`config.mk`:
```
export PLATFORM = sky130hd
export DESIGN_NAME = alu_serial_ctrl
export DESIGN_NICKNAME = d
export VERILOG_FILES = /design/src/rtl/alu_serial_ctrl.sv
export SDC_FILE = /design/constraint.sdc
export NUM_CORES = 1
export LEC_CHECK = 0
export ABC_AREA = 1
export ABC_CLOCK_PERIOD_IN_PS = 1200
export BUFFER_PORTS_ARGS = -buffer_cell sky130_fd_sc_hd__buf_2
export CAP_MARGIN = 5
export CORE_MARGIN = 4
export CORE_UTILIZATION = 45
export DETAILED_ROUTE_END_ITERATION = 6
export PLACE_DENSITY_LB_ADDON = 0.25
export SYNTH_ARGS = -nofsm -noshare
export SYNTH_HDL_FRONTEND = slang
export SYNTH_SLANG_ARGS = --single-unit
```
`constraint.sdc`:
```
create_clock -name clk -period 1.2 [get_ports clk]
set_input_delay 0.06 -clock clk [delete_from_list [all_inputs] [get_ports clk]]
set_output_delay 0.06 -clock clk [all_outputs]
set_load 0.01 [all_outputs]
```
`src/rtl/alu_serial_ctrl.sv`:
```
// Bit-serial sequencer around a combinational 1-bit ALU slice: shifts operands
// out LSB first, collects result bits, derives Z/C/V and hands off via valid/ready.
module alu_serial_ctrl #(
  parameter int WIDTH = 16
) (
  input  logic             clk,
  input  logic             rst_n,
  input  logic             in_valid,
  output logic             in_ready,
  input  logic [2:0]       opcode,
  input  logic [WIDTH-1:0] a_in,
  input  logic [WIDTH-1:0] b_in,
  output logic             out_valid,
  input  logic             out_ready,
  output logic [WIDTH-1:0] result,
  output logic             flag_z,
  output logic             flag_c,
  output logic             flag_v,
  output logic             s_a,
  output logic             s_b,
  output logic             s_cin,
  output logic             s_ainvert,
  output logic             s_bnegate,
  output logic             s_less,
  output logic [1:0]       s_op,
  input  logic             s_result,
  input  logic             s_cout
);

  localparam int CW = $clog2(WIDTH);

  localparam logic [2:0] OP_AND = 3'd0;
  localparam logic [2:0] OP_OR  = 3'd1;
  localparam logic [2:0] OP_ADD = 3'd2;
  localparam logic [2:0] OP_SUB = 3'd3;
  localparam logic [2:0] OP_NOR = 3'd4;
  localparam logic [2:0] OP_SLT = 3'd5;

  localparam logic [1:0] SOP_AND = 2'd0;
  localparam logic [1:0] SOP_OR  = 2'd1;
  localparam logic [1:0] SOP_ADD = 2'd2;

  typedef enum logic [1:0] {IDLE, RUN, DONE} state_t;

  state_t           r_state;
  state_t           w_next;
  logic [WIDTH-1:0] r_a_sh;
  logic [WIDTH-1:0] r_b_sh;
  logic [WIDTH-1:0] r_res;
  logic [2:0]       r_op;
  logic             r_carry;
  logic [CW-1:0]    r_cnt;
  logic [WIDTH-1:0] r_result;
  logic             r_flag_z;
  logic             r_flag_c;
  logic             r_flag_v;

  logic [1:0]       w_sop;
  logic             w_ainv;
  logic             w_bneg;
  logic             w_arith;
  logic             w_is_slt;
  logic             w_last;
  logic             w_less;
  logic [WIDTH-1:0] w_res_next;
  logic [WIDTH-1:0] w_final;

  // Slice control decode from the latched opcode; reserved codes behave as AND.
  always_comb begin
    // NOTE: every always_comb output gets a default first so no path leaves it
    // unassigned, which would otherwise infer a latch.
    w_sop    = SOP_AND;
    w_ainv   = 1'b0;
    w_bneg   = 1'b0;
    w_arith  = 1'b0;
    w_is_slt = 1'b0;
    case (r_op)
      OP_OR:  w_sop = SOP_OR;
      OP_ADD: begin
        w_sop   = SOP_ADD;
        w_arith = 1'b1;
      end
      OP_SUB: begin
        w_sop   = SOP_ADD;
        w_bneg  = 1'b1;
        w_arith = 1'b1;
      end
      OP_SLT: begin
        w_sop    = SOP_ADD;
        w_bneg   = 1'b1;
        w_arith  = 1'b1;
        w_is_slt = 1'b1;
      end
      OP_NOR: begin
        w_ainv = 1'b1;
        w_bneg = 1'b1;
      end
      default: ;
    endcase
  end

  assign w_last     = (r_cnt == CW'(WIDTH - 1));
  assign w_res_next = {s_result, r_res[WIDTH-1:1]};
  // Signed less-than: MSB of the difference corrected by the overflow bit.
  assign w_less     = s_result ^ (r_carry ^ s_cout);
  assign w_final    = w_is_slt ? {{(WIDTH-1){1'b0}}, w_less} : w_res_next;

  // State register
  always_ff @(posedge clk or negedge rst_n) begin
    if (!rst_n) r_state <= IDLE;
    // NOTE: sequential state always uses non-blocking assignment so every
    // flop samples pre-edge values regardless of process ordering.
    else        r_state <= w_next;
  end

  // Next-state logic
  always_comb begin
    w_next = r_state;
    case (r_state)
      IDLE:    if (in_valid)  w_next = RUN;
      RUN:     if (w_last)    w_next = DONE;
      DONE:    if (out_ready) w_next = IDLE;
      default: w_next = IDLE;
    endcase
  end

  // Datapath
  always_ff @(posedge clk or negedge rst_n) begin
    // NOTE: the shift registers are reset too, because an abort mid-RUN must
    // leave no stale partial state visible on the outputs.
    if (!rst_n) begin
      r_a_sh   <= '0;
      r_b_sh   <= '0;
      r_res    <= '0;
      r_op     <= OP_AND;
      r_carry  <= 1'b0;
      r_cnt    <= '0;
      r_result <= '0;
      r_flag_z <= 1'b0;
      r_flag_c <= 1'b0;
      r_flag_v <= 1'b0;
    end else begin
      case (r_state)
        IDLE: if (in_valid) begin
          r_a_sh  <= a_in;
          r_b_sh  <= b_in;
          r_op    <= opcode;
          r_cnt   <= '0;
          r_carry <= (opcode == OP_SUB) || (opcode == OP_SLT);
        end
        RUN: begin
          r_a_sh  <= r_a_sh >> 1;
          r_b_sh  <= r_b_sh >> 1;
          r_res   <= w_res_next;
          r_carry <= s_cout;
          if (w_last) begin
            r_result <= w_final;
            r_flag_z <= (w_final == '0);
            r_flag_c <= w_arith & s_cout;
            r_flag_v <= w_arith & (r_carry ^ s_cout);
          end else begin
            r_cnt <= r_cnt + CW'(1);
          end
        end
        default: ;
      endcase
    end
  end

  // Output logic
  always_comb begin
    in_ready  = (r_state == IDLE);
    out_valid = (r_state == DONE);
    s_a       = 1'b0;
    s_b       = 1'b0;
    s_cin     = 1'b0;
    s_ainvert = 1'b0;
    s_bnegate = 1'b0;
    s_less    = 1'b0;
    s_op      = SOP_AND;
    if (r_state == RUN) begin
      s_a       = r_a_sh[0];
      s_b       = r_b_sh[0];
      s_cin     = r_carry;
      s_ainvert = w_ainv;
      s_bnegate = w_bneg;
      s_op      = w_sop;
    end
  end

  assign result = r_result;
  assign flag_z = r_flag_z;
  assign flag_c = r_flag_c;
  assign flag_v = r_flag_v;

endmodule

```
==> results_dict.tcl <==
set metrics [dict create \
    status "finished, violations left" \
    violations "negative setup slack" \
    antenna_cells 0 \
    end_kind "output pin" \
    finalHoldViolCount 0 \
    skew_ps 12.9 \
    synthFlopType "dfrtp_1" \
    fin_nets 577 \
    start_util_pct 46.1 \
    finalCritPeriodShare_pct 115 \
    crit_type "flip-flop to output pin" \
    portBuffers 68 \
    post_drt_via_cell_ratio 4.87 \
    die_h_um 96.8 \
    pwr-share-comb_pct 50.6 \
    p_int_uw 7690 \
    switching_power_uw 4850 \
    crit_arrival_ps 1320 \
    std_cell_rows 32 \
    insertion_delay_ps 340 \
    numCtsBuffers 9 \
    fin_setup_tns_ps -6450 \
    crit_chain "inv_2, nand2_4, buf_8, buf_12, nor2_1, buf_2" \
    swShare_pct 38.7 \
    setup_slack_ps -182 \
    power_leakage_uw 0.00247 \
    ys_ff_latch 76 \
    rsz0062_at_grt "yes" \
    grtUsageTotal_pct 17.2 \
    yosysTopAreaCellShare_pct 53.7 \
    place_ws_ps -98.1 \
    root_buffer "clkbuf_8" \
    grt_pass1_wl_um 13500 \
    gp_congestion 0.825 \
    syn_inst 418 \
    drt-initial-drc-count 151 \
    syn_to_final_growth_pct 45.0 \
    h-tree-depth 3 \
    cts_sinks 76 \
    vdd_ir_drop_max_uv 1220 \
    finalCriticalPeriod_ps 1380 \
    cp_slowest_stage_delay_ps 380 \
    ys_top_cells_by_area "dfrtp_1 54%, nand2_1 12%, o21ai_0 11%" \
    synthesis.nets 460 \
    setup_viol 67 \
    crit_required_ps 1140 \
    yosys_warnings 0 \
    synth.cell_area_mm2 0.00354 \
    synth_edf_count 0 \
    final_core_util_pct 66.8 \
    cp.buffers_inverters 4 \
    worstHoldPathType "input port to flip-flop" \
    p_per_area_mw_per_mm2 2440 \
    slowest_stage "dfrtp_1" \
    drt-total-wl_um 8420 \
    cts_max_path_buffers 2 \
    fp.dieW_um 96.8 \
    critPathLaunchType "flip-flop" \
    synth_cell_type_count 30 \
    path_max_fanout 5 \
    ant_nets 0 \
    fillers 622 \
    core_mm2 0.00769 \
    synth_area_per_cell_um2 8.48 \
    antenna_found_initial 0 \
    num_io_pins 70 \
    timing.final.max_slew_violations 0 \
    vias 3125 \
    grt_max_degree 77 \
    tritoncts "yes" \
    yosys.area.top_type "dfrtp_1" \
    synth-seq-area-share_pct 53.7 \
    layout-drive-gt1-share_pct 36.5 \
    wire_per_inst_um 13.1 \
    path_clk_slew_ps 90 \
    drc 0 \
    dieArea_mm2 0.00936 \
    fmax_mhz 724 \
    p_clk_share_pct 16.3 \
    crit_family "buffers and inverters" \
    ff2ff_setup_slack_ps -150 \
    drt_pre_antenna_iters 5 \
    drv_cap 0 \
    grt-ovfl-total 0 \
    dp_hpwl_um 5050 \
    grt_pass1_vias 2930 \
    async_reset_ff_share_pct 100 \
    share_seq_of_total_power_pct 33.1 \
]
-- state kept, by name (all words and copies together) (netlist names) --
| register | count |
|---|---|
| flag_z | 1 |
| flag_c | 1 |
| r_cnt | 4 |
| result | 16 |
| r_carry | 1 |
| r_res | 15 |
| r_b_sh | 16 |
| r_op | 3 |
| flag_v | 1 |
| r_state | 2 |
| r_a_sh | 16 |
-- path summary, 6_finish.rpt --
check / startpoint / to / depth (start not counted)
setup / recovery: r_state[1] / s_a / 6
hold / removal: b_in[12] / r_b_sh[12] / 5
setup reg to reg: r_state[0] / r_a_sh[11] / 7
hold reg to reg: flag_v / flag_v / 2
max in group asynchronous: rst_n / r_op[0] / 3
min in group asynchronous: rst_n / result[6] / 3
-- cell usage in the layout (no fill, tap or decap), types with 2 or more instances in the layout --
master and n:
nor2_2 2, o211ai_1 4, nand2_1 100, inv_1 50
nand2_2 12, nand3_4 2, clkbuf_8 10, nand2_8 2
nand2_4 3, clkinvlp_4 4, buf_12 7, o31ai_4 4
o31ai_2 13, inv_2 6, clkbuf_16 4, o21ai_2 5
buf_4 22, buf_2 63, o21ai_1 29, nor2_1 7
o21ai_0 53, dfrtp_1 76, inv_4 2, dlygate4sd3_1 11
nor2_4 4, nand3_1 8, inv_6 3, buf_8 4
buf_6 16
-- cells in the mapped netlist (2+ instances only) --
library cell / instances
nor2_1: 11
buf_4: 2
inv_1: 54
buf_2: 11
clkbuf_1: 3
o21ai_1: 8
nor2_2: 2
o21ai_0: 78
o211ai_1: 4
buf_6: 6
inv_2: 6
nand2_1: 113
nand2_4: 3
clkbuf_2: 2
dfrtp_1: 76
nand3_1: 9
o31ai_1: 17
-- timing repair --
action                                 CTS  global route
cloned                                   2             6
resized for setup                       39            76
setup endpoints to repair               64            78
pin swaps                                3             8
endpoints found under the hold margin   85             1
hold buffers                            10             1
setup buffers                            9             3
-- power by group through the flow --
stage / sequential [uW] / clock [uW] / combinational (uW)
2_1_floorplan: 4230 / 0 / 2850
3_3_place_gp: 4130 / 0 / 4430
3_5_place_dp: 4170 / 0 / 4560
4_1_cts: 4100 / 2070 / 5340
5_1_grt: 4270 / 2190 / 7040
6_report: 4150 / 2040 / 6340
-- cell families (layout without fill, tap and decap cells) --
kind of cell,after synthesis,after routing,share of synthesized area (%)
buffers and inverters,84,206,10.8
AND/OR/NAND/NOR,144,144,17.3
other,1,1,0.106
AO/OA/AOI/OAI,110,110,17.2
flip-flops,76,76,53.7
adder cells (fa/ha/maj),1,1,0.353
XOR/XNOR,2,2,0.494
-- metal layers --
metal	track usage [%]	wire, um	up-vias
li1	-	-	1572
met1	23.2	3800	1482
met2	27.7	4230	63
met3	3.68	307	8
met4	5.51	89	0
met5	0	0	-
-- metrics by stage --
step,power [uW],hold WS [ps],cells,instance area [um^2]
5_1_grt,13500,36.0,642,5140
4_1_cts,11500,3.32,632,4760
2_1_floorplan,7080,-236,418,3540
3_3_place_gp,8560,112,595,4180
3_5_place_dp,8720,112,595,4180
6_report,12500,30.2,642,5140
-- tightest hold or removal path: cells and delay by family --
| family | cells | cell delay [ps] |
|---|---|---|
| and+or+nand+nor | 2 | 90 |
| buffers and inverters | 1 | 80 |
| AOI/OAI and AO/OA | 2 | 110 |
-- cell type report --
class	instances	area, um^2	share of cell area, %
Sequential cell	76	1900	37.0
Multi-Input combinational cell	258	1520	29.6
Timing Repair Buffer	129	1130	22.0
Inverter	60	239	4.65
Clock buffer	10	138	2.68
Tap cell	102	128	2.48
Clock inverter	6	71.3	1.39
Timing Repair inverter	1	7.51	0.146
(Power assumes the default switching activity.)
